==> src/rtl/timer.sv <==
//----------------------------------------------------------------------------
// Module  : timer
// Brief   : Free-running clock divider; one-clock carry pulse on each wrap.
// Revision: 1.0 - initial release
//----------------------------------------------------------------------------
`default_nettype none

module timer #(
  parameter logic [31:0] cycle = 32'd50_000_000
) (
  input  logic        clk,
  input  logic        rst,
  output logic        cy,
  output logic [31:0] cnt
);

  // A period of 0 behaves like 1: the counter never leaves zero.
  localparam logic [31:0] c_last = (cycle <= 32'd1) ? 32'd0 : (cycle - 32'd1);

  logic [31:0] r_cnt;
  logic        r_cy;

  always_ff @(posedge clk) begin
    if (rst) begin
      r_cnt <= 32'd0;
      r_cy  <= 1'b0;
    end else if (r_cnt == c_last) begin
      r_cnt <= 32'd0;
      r_cy  <= 1'b1;
    end else begin
      r_cnt <= r_cnt + 32'd1;
      r_cy  <= 1'b0;
    end
  end

  assign cnt = r_cnt;
  assign cy  = r_cy;

endmodule

`default_nettype wire

==> config.mk <==
export PLATFORM = sky130hd
export DESIGN_NAME = timer
export DESIGN_NICKNAME = d
export VERILOG_FILES = /design/src/rtl/timer.sv
export SDC_FILE = /design/constraint.sdc
export NUM_CORES = 1
export LEC_CHECK = 0
export ABC_CLOCK_PERIOD_IN_PS = 2560
export CORE_ASPECT_RATIO = 2
export CORE_MARGIN = 4
export CORE_UTILIZATION = 50
export CTS_CLUSTER_DIAMETER = 80
export CTS_CLUSTER_SIZE = 14
export DETAILED_ROUTE_END_ITERATION = 10
export PLACE_DENSITY = 0.9
export SLEW_MARGIN = 20
export SYNTH_ARGS = -nofsm -noshare
export SYNTH_HDL_FRONTEND = slang
export SYNTH_SLANG_ARGS = --single-unit
==> constraint.sdc <==
create_clock -name clk -period 2.56 [get_ports clk]
set_clock_uncertainty 0.1 [all_clocks]
set_input_delay 0.256 -clock clk [delete_from_list [all_inputs] [get_ports clk]]
set_output_delay 0.256 -clock clk [all_outputs]
set_load 0.005 [all_outputs]
==> run_results.csv, run 1 <==
group,metric,value,unit
power_and_ir_drop,switching_power,207,uW
synth,async_flop_share,0,%
die,fp-row-count,29,
grt,grt_pass1_wl,6.60,mm
drt,vias_per_cell,6.24,
synth,synth_cells,188,
outcome,run_status,"complete, no violations",
setup_path,crit_slowest_cell,"or4_1",
synth,syn-mean-instance-area,8.65,um2
grt,grt_use_total,19.2,%
synth,syn-cell-area,1630,um2
synth,ys_seq_elements,33,
die,coreArea,3160,um2
setup_path,crit_fanout,17,
power_and_ir_drop,vdd_ir_drop_max,494,uV
worst_hold_path,min_delay_path_depth,1,
setup_path,ff2ff_path_depth,4,
setup_path,crit_chain,"and3_1 -> nand4_2 -> or4_1 -> a21oi_1",
power_and_ir_drop,comb_power_share,2.7,%
cts,htreeDepth,2,
setup_path,cp_top_family,"simple AND/OR/NAND/NOR gates",
cts,post_cts.repair.setup_buffers,0,
power_and_ir_drop,pwr-share-seq,49.4,%
die,die-area,4280,um2
cts,cts.sinks,33,
cts,cts-resized-gates,0,
timing,hold_violations,0,
die,die_y,88.6,um
placement,gp_congestion,0.892,
setup_path,path_buf_inv,0,
setup_path,cp.depth,4,
power_and_ir_drop,p_clk_share,47.8,%
cts,cts_root_buf,"clkbuf_8",
timing,rsz0062_at_grt,"no",
job,drv_cap,0,
grt,grt_max_degree,23,
timing,max_freq,467,MHz
cts,clock_tree.buffer_depth,2,
timing,fin_ws,419,ps
drt,avgRoutedWirePerCell,15.6,um
synth,yosys_warnings,0,
finish,utilization,65.9,%
placement,post-place-ws,466,ps
cts,clkTransAtPathRegs,70,ps
drt,drc,0,
synth,synthDominantCellAreaShare,40.6,%
synth,synth_edf_count,0,
drt,firstDrtPassIters,4,
finish,fill_cells,253,
cts,ctsHoldBuffers,0,
timing,slew_viol_final,0,
die,io_pins,35,
synth,synth.area.top_cells,"dfxtp_1 (41%), a21oi_1 (5.2%), o31ai_1 (4.6%)",
die,chipWidth,48.3,um
setup_path,required,2680,ps
timing,tightest_slew,437,ps
synth,synthesis.nets,191,
placement,post-place-cells,246,
drt,drt_iter0_markers,39,
finish,syn2layout_area_growth,27.9,%
grt,first_global_vias,1495,
finish,nets,225,
drt,wl,3.97,mm
finish,multi_input_area,890,um2
setup_path,critical_path_class,"reg2reg",
synth,yosysMostFrequentCell,"dfxtp_1",
synth,synth_seq_area_share,40.6,%
worst_hold_path,min_path_type,"reg2reg",
power_and_ir_drop,power.density,508,nW/um2
setup_path,cp-start-kind,"register",
synth,synth.largest_area_cell,"dfxtp_1",
power_and_ir_drop,p_leak,0.000658,uW
finish,layout-drive-gt1-share,6.73,%
finish,antenna_cells,0,
placement,dp.final_hpwl,2.85,mm
synth,synth_ff_type,"dfxtp_1",
die,initial_core_util,51.5,%
drt,vias,1586,
grt,antenna_found_initial,0,
cts,clock_latency,290,ps
cts,cts_buffers,5,
cts,cts_tree,"yes",
timing,slew_headroom,70.8,%
finish,ff_latch_area,661,um2
setup_path,arrival,2260,ps
setup_path,endpoint_kind,"register",
finish,final_cell_count_no_fill,254,
setup_path,critical-path-max-stage-delay,610,ps
timing,fin_crit_sh,83.6,%
placement,portBuffers,34,
drt,postRouteAntennaNets,0,
timing,finalWorstPathRequiredPeriod,2140,ps
timing,setup_viol,0,
grt,grt-ovfl-total,0,
power_and_ir_drop,p_sw_share,19.6,%
timing,tns,0,ps
synth,ys_top_cells_by_count,"dfxtp_1 (33), a21oi_1 (17), nor2_1 (15)",
power_and_ir_drop,internal_power,849,uW
synth,yosysUniqueCellTypes,31,
cell usage in the layout, fill, tap and decap left out, drive strengths merged, types with 6 or more instances in the layout:
cell type / Yosys / final
nand4: 13 / 13
o21ai: 9 / 9
a21oi: 18 / 18
nor4: 6 / 6
or4: 11 / 11
and4: 6 / 6
clkdlybuf4s50: 0 / 34
dfxtp: 33 / 33
or3: 8 / 8
nor2: 15 / 15
nand3: 9 / 9
nand2: 11 / 11
o31ai: 10 / 10
clkbuf: 0 / 7
xor2: 6 / 6
per-layer routing:
layer | wire length, um | GRT usage, %
met4 | 127 | 11.3
met2 | 2110 | 35.2
met1 | 1590 | 20.0
met3 | 145 | 3.37
met5 | 0 | 0
sequential cells by signal, indices dropped and copies added (netlist names):
name,flops
cy,1
cnt,32
worst reg2reg max path: stages, from the launching register on:
cell	delay, ps
dfxtp_1	430
and3_1	400
nand4_2	390
or4_1	610
a21oi_1	150
logic make-up (layout without fill, tap and decap cells):
kind of cell / count (synthesis) / after routing / share of synthesized area (%)
DFF: 33 / 33 / 40.6
adders and majority gates: 1 / 1 / 0.770
buffers and inverters: 14 / 49 / 4.85
and+or+nand+nor: 90 / 90 / 33.6
AOI/OAI and AO/OA: 38 / 38 / 13.6
xor gates and xnor gates: 11 / 11 / 5.93
muxes: 1 / 1 / 0.616
power groups by stage:
stage,sequential [uW],clock (uW),combinational (uW)
4_1_cts,522,513,28.9
6_report,522,505,28.8
2_1_floorplan,533,0,14.1
3_3_place_gp,533,0,28.7
5_1_grt,523,533,31.9
3_5_place_dp,534,0,28.5
worst paths after layout:
| kind | startpoint | endpoint | slack [ps] |
|---|---|---|---|
| min reg2reg | cnt[0] | cnt[0] | 380 |
| min | cnt[0] | cnt[0] | 380 |
| max | cnt[4] | cnt[27] | 420 |
| max reg2reg | cnt[4] | cnt[27] | 420 |
stage by stage:
stage	power (uW)	hold slack [ps]	area, um2
2_1_floorplan	547	228	1630
3_3_place_gp	562	345	1960
3_5_place_dp	562	360	1960
4_1_cts	1060	379	2080
5_1_grt	1090	435	2080
6_report	1060	379	2080
area by class of cell:
type,count,share of cell area [%]
clock buffers,7,4.15
multi-input cells,141,42.8
repair buffers,36,17.1
clock inverters,1,1.44
well taps,31,1.87
flip-flops and latches,33,31.8
inverters,5,0.903
Note: power is estimated with default switching activity, not from simulation.
==> run 2: changes to the inputs <==
Settings changed: ABC_CLOCK_PERIOD_IN_PS 2560 to 1800, CORE_UTILIZATION 50 to 45, PLACE_DENSITY 0.9 to 0.86.
Clock period 2.56 ns to 1.8 ns, I/O delays scaled along.
==> run 2 against run 1 <==
  * Sequential share of layout area decreased by 4.3 points
  * Utilization increased by 6.3 points
  * Highest routed layer unchanged
  * Register-to-register slack got worse by 420 ps
  * Clock power increased by 2%
  * Via count increased by 16%
  * Maximum frequency increased by 19%
  * Largest cell class unchanged
  * First-iteration DRC count increased by 74%
  * Wire length increased by 25%
  * Sequential cell count unchanged
  * Combinational power increased by 130%
  * Critical endpoint is now cnt[25]
==> run_results.csv, run 2 (synthesis gave the netlist of run 1 again) <==
group,metric,value,unit
timing,tns,0,ps
drt,drc,0,
grt,first_global_vias,1821,
outcome,run_status,"complete, no violations",
worst_hold_path,min_path_type,"reg2reg",
timing,setup_viol,0,
setup_path,crit_fanout,7,
cts,clock_tree.buffer_depth,2,
setup_path,cp-start-kind,"register",
timing,hold_violations,0,
timing,finalWorstPathRequiredPeriod,1800,ps
timing,max_freq,556,MHz
grt,grt_pass1_wl,8.15,mm
power_and_ir_drop,vdd_ir_drop_max,598,uV
job,drv_cap,0,
timing,slew_headroom,76.7,%
drt,avgRoutedWirePerCell,16.0,um
cts,cts_root_buf,"clkbuf_8",
drt,vias_per_cell,5.92,
finish,layout.cells.most_common,"buf_4",
die,chipWidth,50.5,um
drt,wl,4.97,mm
die,die_y,93.0,um
grt,grt_use_total,22.4,%
finish,layout-drive-gt1-share,30.0,%
drt,firstDrtPassIters,5,
cts,cts.sinks,33,
placement,post-place-ws,-54.1,ps
finish,syn2layout_area_growth,53.3,%
setup_path,crit_slowest_cell,"or4_4",
die,die-area,4700,um2
die,coreArea,3450,um2
finish,largest_register_ffs,32,
cts,ctsHoldBuffers,0,
cts,cts_tree,"yes",
grt,grt_max_degree,12,
grt,antenna_found_initial,0,
drt,drt_iter0_markers,68,
setup_path,path_buf_inv,1,
die,initial_core_util,47.1,%
drt,postRouteAntennaNets,0,
setup_path,critical_path_class,"reg2reg",
timing,fin_crit_sh,100,%
die,io_pins,35,
drt,vias,1840,
placement,gp_congestion,0.883,
finish,nets,267,
finish,utilization,72.2,%
cts,clkTransAtPathRegs,70,ps
cts,clock_latency,290,ps
setup_path,critical-path-max-stage-delay,570,ps
timing,rsz0062_at_grt,"yes",
cts,htreeDepth,2,
placement,dp.final_hpwl,3.58,mm
setup_path,endpoint_kind,"register",
power_and_ir_drop,p_leak,0.000877,uW
power_and_ir_drop,power.density,530,nW/um2
cts,cts_buffers,5,
finish,final_cell_mix,"buf_4 (39), clkdlybuf4s50_1 (34), dfxtp_1 (21)",
die,fp-row-count,30,
timing,tightest_slew,347,ps
finish,antenna_cells,0,
timing,slew_viol_final,0,
grt,grt-ovfl-total,0,
setup_path,arrival,1860,ps
placement,portBuffers,34,
setup_path,cp_top_family,"simple AND/OR/NAND/NOR gates",
timing,fin_ws,0.519,ps
setup_path,crit_chain,"nand4_1 -> or4_4 -> o21bai_4 -> buf_6 -> a21oi_1",
setup_path,required,1860,ps
==> run 2: cell count changes in the layout (fill, tap and decap cells not counted), moves of 2 or more <==
cell,previous run,this run
buf_6,0,5
nor4_2,0,3
dfxtp_4,0,4
dfxtp_1,33,21
buf_4,2,39
nor4_1,6,3
and3_4,0,2
and3_1,5,3
dfxtp_2,0,8
==> run 2: per-layer routing <==
| metal | track usage, % | vias to the layer above | share of wire (%) |
|---|---|---|---|
| met5 | 0 | - | 0 |
| met4 | 17.3 | 0 | 5.9 |
| met3 | 3.35 | 26 | 4.6 |
| met2 | 40.3 | 83 | 55 |
| met1 | 22.0 | 862 | 35 |
| li1 | - | 869 | - |
==> run 2: timing repair <==
item,4_1_cts,5_1_grt
buffers inserted,1,3
pin swaps,3,6
endpoints found under the setup margin,30,32
cloned,0,1
resized for setup,10,24
==> run 2: area by class of cell <==
class | instances | area (um2)
well taps | 48 | 60.1
clock buffers | 5 | 68.8
inverters | 5 | 18.8
clock inverters | 1 | 5.00
flip-flops and latches | 33 | 686
multi-input cells | 141 | 965
fillers | 270 | 961
repair buffers | 78 | 689
==> run 2: worst paths after layout <==
path / from / to / slack, ps / cells after the start
max: cnt[23] / cnt[25] / 0.5 / 5
min: cnt[15] / cnt[15] / 400 / 2
max reg2reg: cnt[23] / cnt[25] / 0.5 / 5
min reg2reg: cnt[15] / cnt[15] / 400 / 2
==> run 2: power by group <==
part / leakage [uW] / total [uW] / internal [uW] / switching, uW
sequential: 0.000273 / 740 / 733 / 7.11
combinational: 0.000564 / 67.5 / 39.2 / 28.4
clock: 0.0000399 / 514 / 254 / 260
==> run 2: per-stage QoR <==
step	hold slack, ps	cell area (um2)	power, uW	cells
finish	396	2490	1320	311
global route	415	2490	1360	311
CTS	396	2390	1320	307
detailed placement	416	2280	817	300
global placement	394	2280	816	300
floorplan	152	1640	783	188
==> run 2: worst register-to-register path: stages (launching register included) <==
cell	delay [ps]
dfxtp_4	360
nand4_1	150
or4_4	570
o21bai_4	250
buf_6	180
a21oi_1	60
